==> src/rtl/rr_arb_mux.sv <==
// Round-robin / fixed-priority N-channel arbiter feeding a one-entry output register.
// The arbiter is combinational; the selected word is captured on the handshake edge.
module rr_arb_mux #(
  parameter int WIDTH  = 4,
  parameter int NUM_CH = 4,
  parameter int MODE   = 0,
  localparam int SEL_W = $clog2(NUM_CH)
) (
  input  logic                    clk,
  input  logic                    rst_n,
  input  logic [NUM_CH-1:0]       in_valid,
  input  logic [NUM_CH*WIDTH-1:0] in_data,
  output logic [NUM_CH-1:0]       in_ready,
  output logic                    out_valid,
  output logic [WIDTH-1:0]        out_data,
  output logic [SEL_W-1:0]        out_sel,
  input  logic                    out_ready
);

  logic                out_valid_r;
  logic [WIDTH-1:0]    out_data_r;
  logic [SEL_W-1:0]    out_sel_r;
  logic [SEL_W-1:0]    rr_ptr_r;
  logic                load_s;
  logic                gnt_any_s;
  logic [SEL_W-1:0]    gnt_idx_s;
  logic [NUM_CH-1:0]   grant_s;
  logic [SEL_W-1:0]    ptr_next_s;

  // Scan requesters starting at ptr (MODE 0) or at 0 (MODE 1); returns {found, index}.
  // The scan never goes past NUM_CH-1, so out-of-range indices are never granted.
  function automatic logic [SEL_W:0] pick_req(input logic [NUM_CH-1:0] req,
                                              input logic [SEL_W-1:0]  ptr);
    logic             found;
    logic [SEL_W-1:0] sel;
    int               idx;
    found = 1'b0;
    sel   = '0;
    for (int k = 0; k < NUM_CH; k++) begin
      if (MODE == 1) begin
        idx = k;
      end else begin
        idx = (int'(ptr) + k) % NUM_CH;
      end
      if (!found && req[idx]) begin
        found = 1'b1;
        sel   = idx[SEL_W-1:0];
      end else begin
        found = found;
      end
    end
    return {found, sel};
  endfunction

  // Combinational grant, load enable and next round-robin pointer.
  always_comb begin
    load_s                 = ~out_valid_r | out_ready;
    {gnt_any_s, gnt_idx_s} = pick_req(in_valid, rr_ptr_r);
    if (gnt_any_s) begin
      grant_s = NUM_CH'(1) << gnt_idx_s;
    end else begin
      grant_s = '0;
    end
    if (gnt_idx_s == SEL_W'(NUM_CH - 1)) begin
      ptr_next_s = '0;
    end else begin
      ptr_next_s = gnt_idx_s + SEL_W'(1);
    end
  end

  // in_ready is forced low while reset is held, even though load is high then.
  assign in_ready  = grant_s & {NUM_CH{load_s & rst_n}};
  assign out_valid = out_valid_r;
  assign out_data  = out_data_r;
  assign out_sel   = out_sel_r;

  // Output register and round-robin pointer; pointer moves only on an accepted word.
  always_ff @(posedge clk or negedge rst_n) begin
    if (!rst_n) begin
      out_valid_r <= 1'b0;
      out_data_r  <= '0;
      out_sel_r   <= '0;
      rr_ptr_r    <= '0;
    end else if (load_s) begin
      if (gnt_any_s) begin
        out_valid_r <= 1'b1;
        out_data_r  <= in_data[gnt_idx_s*WIDTH +: WIDTH];
        out_sel_r   <= gnt_idx_s;
        if (MODE == 0) begin
          rr_ptr_r <= ptr_next_s;
        end else begin
          rr_ptr_r <= rr_ptr_r;
        end
      end else begin
        out_valid_r <= 1'b0;
        out_data_r  <= out_data_r;
        out_sel_r   <= out_sel_r;
        rr_ptr_r    <= rr_ptr_r;
      end
    end else begin
      out_valid_r <= out_valid_r;
      out_data_r  <= out_data_r;
      out_sel_r   <= out_sel_r;
      rr_ptr_r    <= rr_ptr_r;
    end
  end

endmodule

==> config.mk <==
export PLATFORM = sky130hd
export DESIGN_NAME = rr_arb_mux
export DESIGN_NICKNAME = d
export VERILOG_FILES = /design/src/rtl/rr_arb_mux.sv
export SDC_FILE = /design/constraint.sdc
export NUM_CORES = 1
export LEC_CHECK = 0
export ABC_AREA = 1
export BUFFER_PORTS_ARGS = -buffer_cell sky130_fd_sc_hd__buf_2
export CORE_UTILIZATION = 35
export DETAILED_ROUTE_END_ITERATION = 16
export GPL_ROUTABILITY_DRIVEN = 1
export PLACE_DENSITY_LB_ADDON = 0.15
export SYNTH_ARGS = -nofsm -noshare
export SYNTH_HDL_FRONTEND = slang
export SYNTH_SLANG_ARGS = --single-unit
==> constraint.sdc <==
create_clock -name clk -period 2.85 [get_ports clk]
set_input_delay 0.57 -clock clk [delete_from_list [all_inputs] [get_ports clk]]
set_output_delay 0.57 -clock clk [all_outputs]
set_load 0.02 [all_outputs]
Word-level counts from Yosys, hierarchy flattened
Cells that the tools add are included.
{ "op_classes": {"add_sub_neg": 4, "magnitude_cmp": 4, "n_eq_ne": 1, "shift": 2, "n_mux": 22, "bitwise": 7, "reduce_logical": 10} }
{ "ops": {"columns": ["op", "count"], "rows": [
  ["16-bit by 5-bit variable part select with 4-bit output", 1],
  ["3-bit by 4-bit less-than comparator with 1-bit output, second input constant", 3],
  ["1-bit two-way mux", 12],
  ["2-bit two-way mux", 5],
  ["1-bit binary-select mux with 2-bit select", 4],
  ["2-bit OR reduction", 3],
  ["2-bit by 1-bit adder with 2-bit output, second input constant", 2],
  ["2-bit adder, second input constant", 2],
  ["4-bit bitwise AND", 1],
  ["4-bit two-way mux", 1],
  ["1-bit by 2-bit left shift with 4-bit output, first input constant", 1],
  ["1-bit bitwise AND, first input constant", 3],
  ["1-bit logical AND", 3],
  ["1-bit zero test", 3],
  ["2-bit by 3-bit less-than comparator with 1-bit output, second input constant", 1],
  ["2-bit == test, second input constant", 1],
  ["2-bit AND reduction", 1],
  ["1-bit bitwise AND", 1],
  ["1-bit NOT", 1],
  ["1-bit OR", 1]
]} }
{ "word_totals": {"regBits": 9, "input_bits": 23, "out_inout_bits": 11, "word_cells": 54} }

Logic depth before layout (Yosys ltp)
{ "depth": {"depth_word": 17, "ltp_mapped": 15, "depth_no_buf": 15} }

Worst setup path before layout
No wires, ideal clock.
{ "synth_path": {"path_kind": "in2out", "start": "input port in_valid[3]", "end": "output port in_ready[2]", "t_arrival_ns": 1.724, "required_ns": 2.280, "setup_slack_ns": 0.556, "cell_stages": 12, "path_buffers": 0, "cell_sequence": "inv_1 nand2_1 nand3_2 nand2_4 nor2_8 nand3_4 nand2_4 nand2_4 inv_4 ha_1 nand3_1 inv_1"} }
{ "synth_via": {"elab_chain_len": 15, "elab_cells_between_ends": 28, "cone_classes": "shift: 1; mux: 20; bitwise: 1; reduce/logical: 6"} }
{ "synth_rtl": {"columns": ["item", "line_no", "source"], "rows": [
  ["start: declaration", "11", "input logic [NUM_CH-1:0] in_valid,"],
  ["1-bit binary-select mux with 2-bit select", "45", "if (!found && req[idx]) begin"],
  ["1-bit two-way mux (not written as such)", "45", null],
  ["1-bit two-way mux", "45", null],
  ["1-bit zero test", "45", null],
  ["1-bit logical AND", "45", null],
  ["1-bit two-way mux", "45", null],
  ["1-bit zero test", "45", null],
  ["1-bit logical AND", "45", null],
  ["1-bit two-way mux", "45", null],
  ["1-bit zero test", "45", null],
  ["1-bit logical AND", "45", null],
  ["2-bit two-way mux (*)", "45", null],
  ["net gnt_idx_s[0]", "26", "logic [SEL_W-1:0] gnt_idx_s;"],
  ["1-bit by 2-bit left shift with 4-bit output (*)", "60", "grant_s = NUM_CH'(1) << gnt_idx_s;"],
  ["4-bit two-way mux (*)", "59", "if (gnt_any_s) begin"],
  ["4-bit bitwise AND (*)", "72", "assign in_ready = grant_s & {NUM_CH{load_s & rst_n}};"],
  ["end: declaration", "13", "output logic [NUM_CH-1:0] in_ready,"]
]} }
The timed path passes the listed nets; every way through them passes the cells marked *. The select of a mux whose other input is x is not followed.

Worst setup path in the final report
{ "layout_path": {"start": "register rr_ptr_r[0]", "end": "output port in_ready[0]"} }
{ "layout_via": {"elab_chain_len": 15, "elab_cells_between_ends": 31, "cone_classes": "add/sub: 3; shift: 1; mux: 20; bitwise: 1; reduce/logical: 6"} }
{ "layout_rtl": {"columns": ["item", "line_no", "source"], "rows": [
  ["start: declaration", "23", "logic [SEL_W-1:0] rr_ptr_r;"],
  ["start signal: assignment", "90", "rr_ptr_r <= ptr_next_s;"],
  ["start signal: assignment", "92", "rr_ptr_r <= rr_ptr_r;"],
  ["start signal: assignment", "98", "rr_ptr_r <= rr_ptr_r;"],
  ["2-bit by 1-bit adder with 2-bit output / 1-bit binary-select mux with 2-bit select (equally long branches)", "43, 45", null],
  ["1-bit binary-select mux with 2-bit select / 1-bit two-way mux (equally long branches)", "45", null],
  ["1-bit two-way mux (not written as such)", "45", null],
  ["1-bit two-way mux (not written as such) / 1-bit zero test (equally long branches)", "45", null],
  ["1-bit logical AND", "45", null],
  ["1-bit two-way mux", "45", null],
  ["1-bit zero test", "45", null],
  ["1-bit logical AND", "45", null],
  ["1-bit two-way mux", "45", null],
  ["1-bit zero test", "45", null],
  ["1-bit logical AND", "45", null],
  ["2-bit two-way mux (*)", "45", null],
  ["net gnt_idx_s[0]", "26", null],
  ["1-bit by 2-bit left shift with 4-bit output (*)", "60", null],
  ["4-bit two-way mux (*)", "59", null],
  ["4-bit bitwise AND (*)", "72", null]
]} }
Marked as above.

==> metrics.txt <==
CTS Buf Count 3; largest net degree at the start of global routing 12; CP Buf/Inv Count 4; final worst setup slack 197 ps; Slew headroom 0.641; Post-DP HPWL between 1.5 and 2 mm; via-per-instance ratio 4.60; crit path max fanout 10; clock-pin slew on the worst setup and hold paths around 70 ps; clk sink count 9; Leakage Power 0.790 nW; CP required 2280 ps; Layout Cells excl Fill ~220; total die area around 3000 µm²; Synth top area share 0.230; Power Density roughly 1500 nW/µm²; Avg Inst Size Synth 6.44 µm²; DR iter-0 viols 18; GPL Wtd Cong 0.808; CP top delay family simple AND/OR/NAND/NOR gates; I/O Pins 34; RSZ-0062 raised after global routing false; area growth from synthesis to layout 25.7%; CTS max path bufs 2; status completed; drt pass-1 iters 4; GRT Residual Overflow 0; via count slightly above 1k; Setup Viol. Count Final 0; initial antenna violation count 0; Post-Route WL 2.27 mm; Worst Setup Start Kind flip-flop; Netlist cell types 20; number of flops mapped to enable cells by yosys 0; cell mode on critical path nand2_4; slowest CP cell dfrtp_1; Peak Freq ~380 MHz; Initial Utilization 0.381; # fillers approximately 280; Largest stage delay, worst path a little under 400 ps; Final Hold Fails 0; kind of critical path flip-flop to output pin; Die Span Y 54.9 µm; vias in the first global route 895; fin area around 1200 µm²; CTS HTree Levels 1; Synthesized Nets 179; Clock Tree Root clkbuf_4; Post-synth top cells 57 x nand2_1, 25 x inv_1, 19 x nand3_1; ranking of synthesized cells by area dfrtp_1 23%, nand2_1 22%, nand3_1 9.7%; post-cts hold buffer count 0; Routed WL per cell approximately 10 µm; Async S/R FF share, synth 1.00; pre-CTS WS roughly 210 ps; die width 54.9 µm; Mapped Area between 900 and 1000 µm²; post-synthesis sequential area ratio 0.230; NumNets Final 220; MaxCap Viol Count 0; ANT cells 0; PortBufs 33; Crit. End Element output pin; Clock Latency Late Sink ~270 ps; core footprint roughly 2600 µm²; GRT Resource Usage Total 0.163; count of final max-slew check failures 0; most frequent cell after synthesis nand2_1; Placed Cells between 200 and 250; skew final around 7.5 ps; Max VDD drop roughly 0.0007 V; Final min period roughly 2700 ps; FF+latch count, synth 9; Critical Path AT between 2000 and 2500 ps; Tcrit/Tclk final 0.931; Cells after Synth 152; Slew @ Worst Pin roughly 530 ps; setup TNS 0 ps; cell taking the most area after synthesis dfrtp_1; Yosys warnings 0; fraction of layout cells with a size suffix above 1 0.365; # DRC 0; Rows 18; CTS tree built; ys flop type dfrtp_1; Worst Hold Class primary input to asynchronous set/reset pin; number of routed nets with antenna violations 0; placement-stage cell area roughly 1200 µm²; minimum hold slack between 100 and 150 ps; first-pass GRT wire length 3.53 mm; critical path, cell by cell buf_6 -> nand2_2 -> nand2_1 -> nand2_2 -> nand2_4 -> nor2_8 -> nand3_4 -> nand2_4 -> nand2_4 -> inv_4 -> ha_1 -> nand3_1 -> inv_1 -> buf_2
worst reg2reg max path: stages (launching register included):
cell	delay (ps)
dfrtp_1	390
buf_6	150
nand2_2	50
nand2_1	100
nand2_2	100
nand2_4	60
nor2_8	100
nand4_1	140
nand2_4	150
inv_2	80
ha_1	280
nand2_1	70
o21ai_0	70
final cells by class:
type                       instances  area, µm²  share of cell area
clock buffer                       4       26.3              0.0214
inverter                          30        115              0.0936
multi-input combinational        112        627               0.510
sequential                         9        225               0.183
tap                               30       37.5              0.0305
timing repair buffer              37        199               0.162
metrics by stage:
stage | total power, mW | utilization
after global placement | 1.63 | 0.459
after CTS | 1.76 | 0.469
final | 1.81 | 0.479
after detailed placement | 1.64 | 0.459
after global routing | 2.01 | 0.479
after floorplan | 1.35 | -
path summary, 6_finish.rpt:
path,from,end,slack (ps),depth (start not counted)
setup / recovery,rr_ptr_r[0]$_DFFE_PN0P_,in_ready[0],200,14
hold / removal,rst_n,out_valid$_DFFE_PN0N_,150,1
setup reg to reg,rr_ptr_r[0]$_DFFE_PN0P_,rr_ptr_r[1]$_DFFE_PN0P_,980,12
hold reg to reg,out_data[3]$_DFFE_PN0P_,out_data[3]$_DFFE_PN0P_,480,2
max in group asynchronous,rst_n,rr_ptr_r[0]$_DFFE_PN0P_,2510,1
min in group clk,out_data[3]$_DFFE_PN0P_,out_data[3]$_DFFE_PN0P_,480,2
kinds of logic after synthesis:
logic type,Yosys count,share of synthesized area
simple gates,103,0.555
compound gates,5,0.0345
fa+ha+maj,4,0.0512
buf+inv,31,0.129
flops,9,0.230
metal layers:
metal  vias to the layer above  routed length [µm]  global-route usage  share of wire
met4                         0                  30              0.0726          0.013
met3                         4                  89              0.0306          0.039
li1                        539                   -                   -              -
met1                       446                1070               0.206           0.47
met2                        32                1080               0.265           0.47
met5                         -                   0                   0              0
placed cells by master (no fill, tap or decap), drive strengths merged:
master,count
a21boi,1
buf,37
clkbuf,4
dfrtp,9
ha,4
inv,30
nand2,72
nand3,24
nand4,1
nor2,6
o21a,1
o21ai,3
power breakdown:
group	total (mW)	switching [mW]	internal, mW
clock	0.102	0.0475	0.0541
combinational	1.47	0.945	0.522
sequential	0.246	0.0442	0.202
total	1.81	1.04	0.778
state kept, by name (all words and copies together), names as in the netlist:
name       flops
out_valid      1
out_data       4
out_sel        2
rr_ptr_r       2
timing repair:
action / 4_1_cts / 5_1_grt
buffers inserted: 0 / 3
resized for setup: 0 / 3
endpoints found under the setup margin: 0 / 4
(Power assumes the default switching activity.)
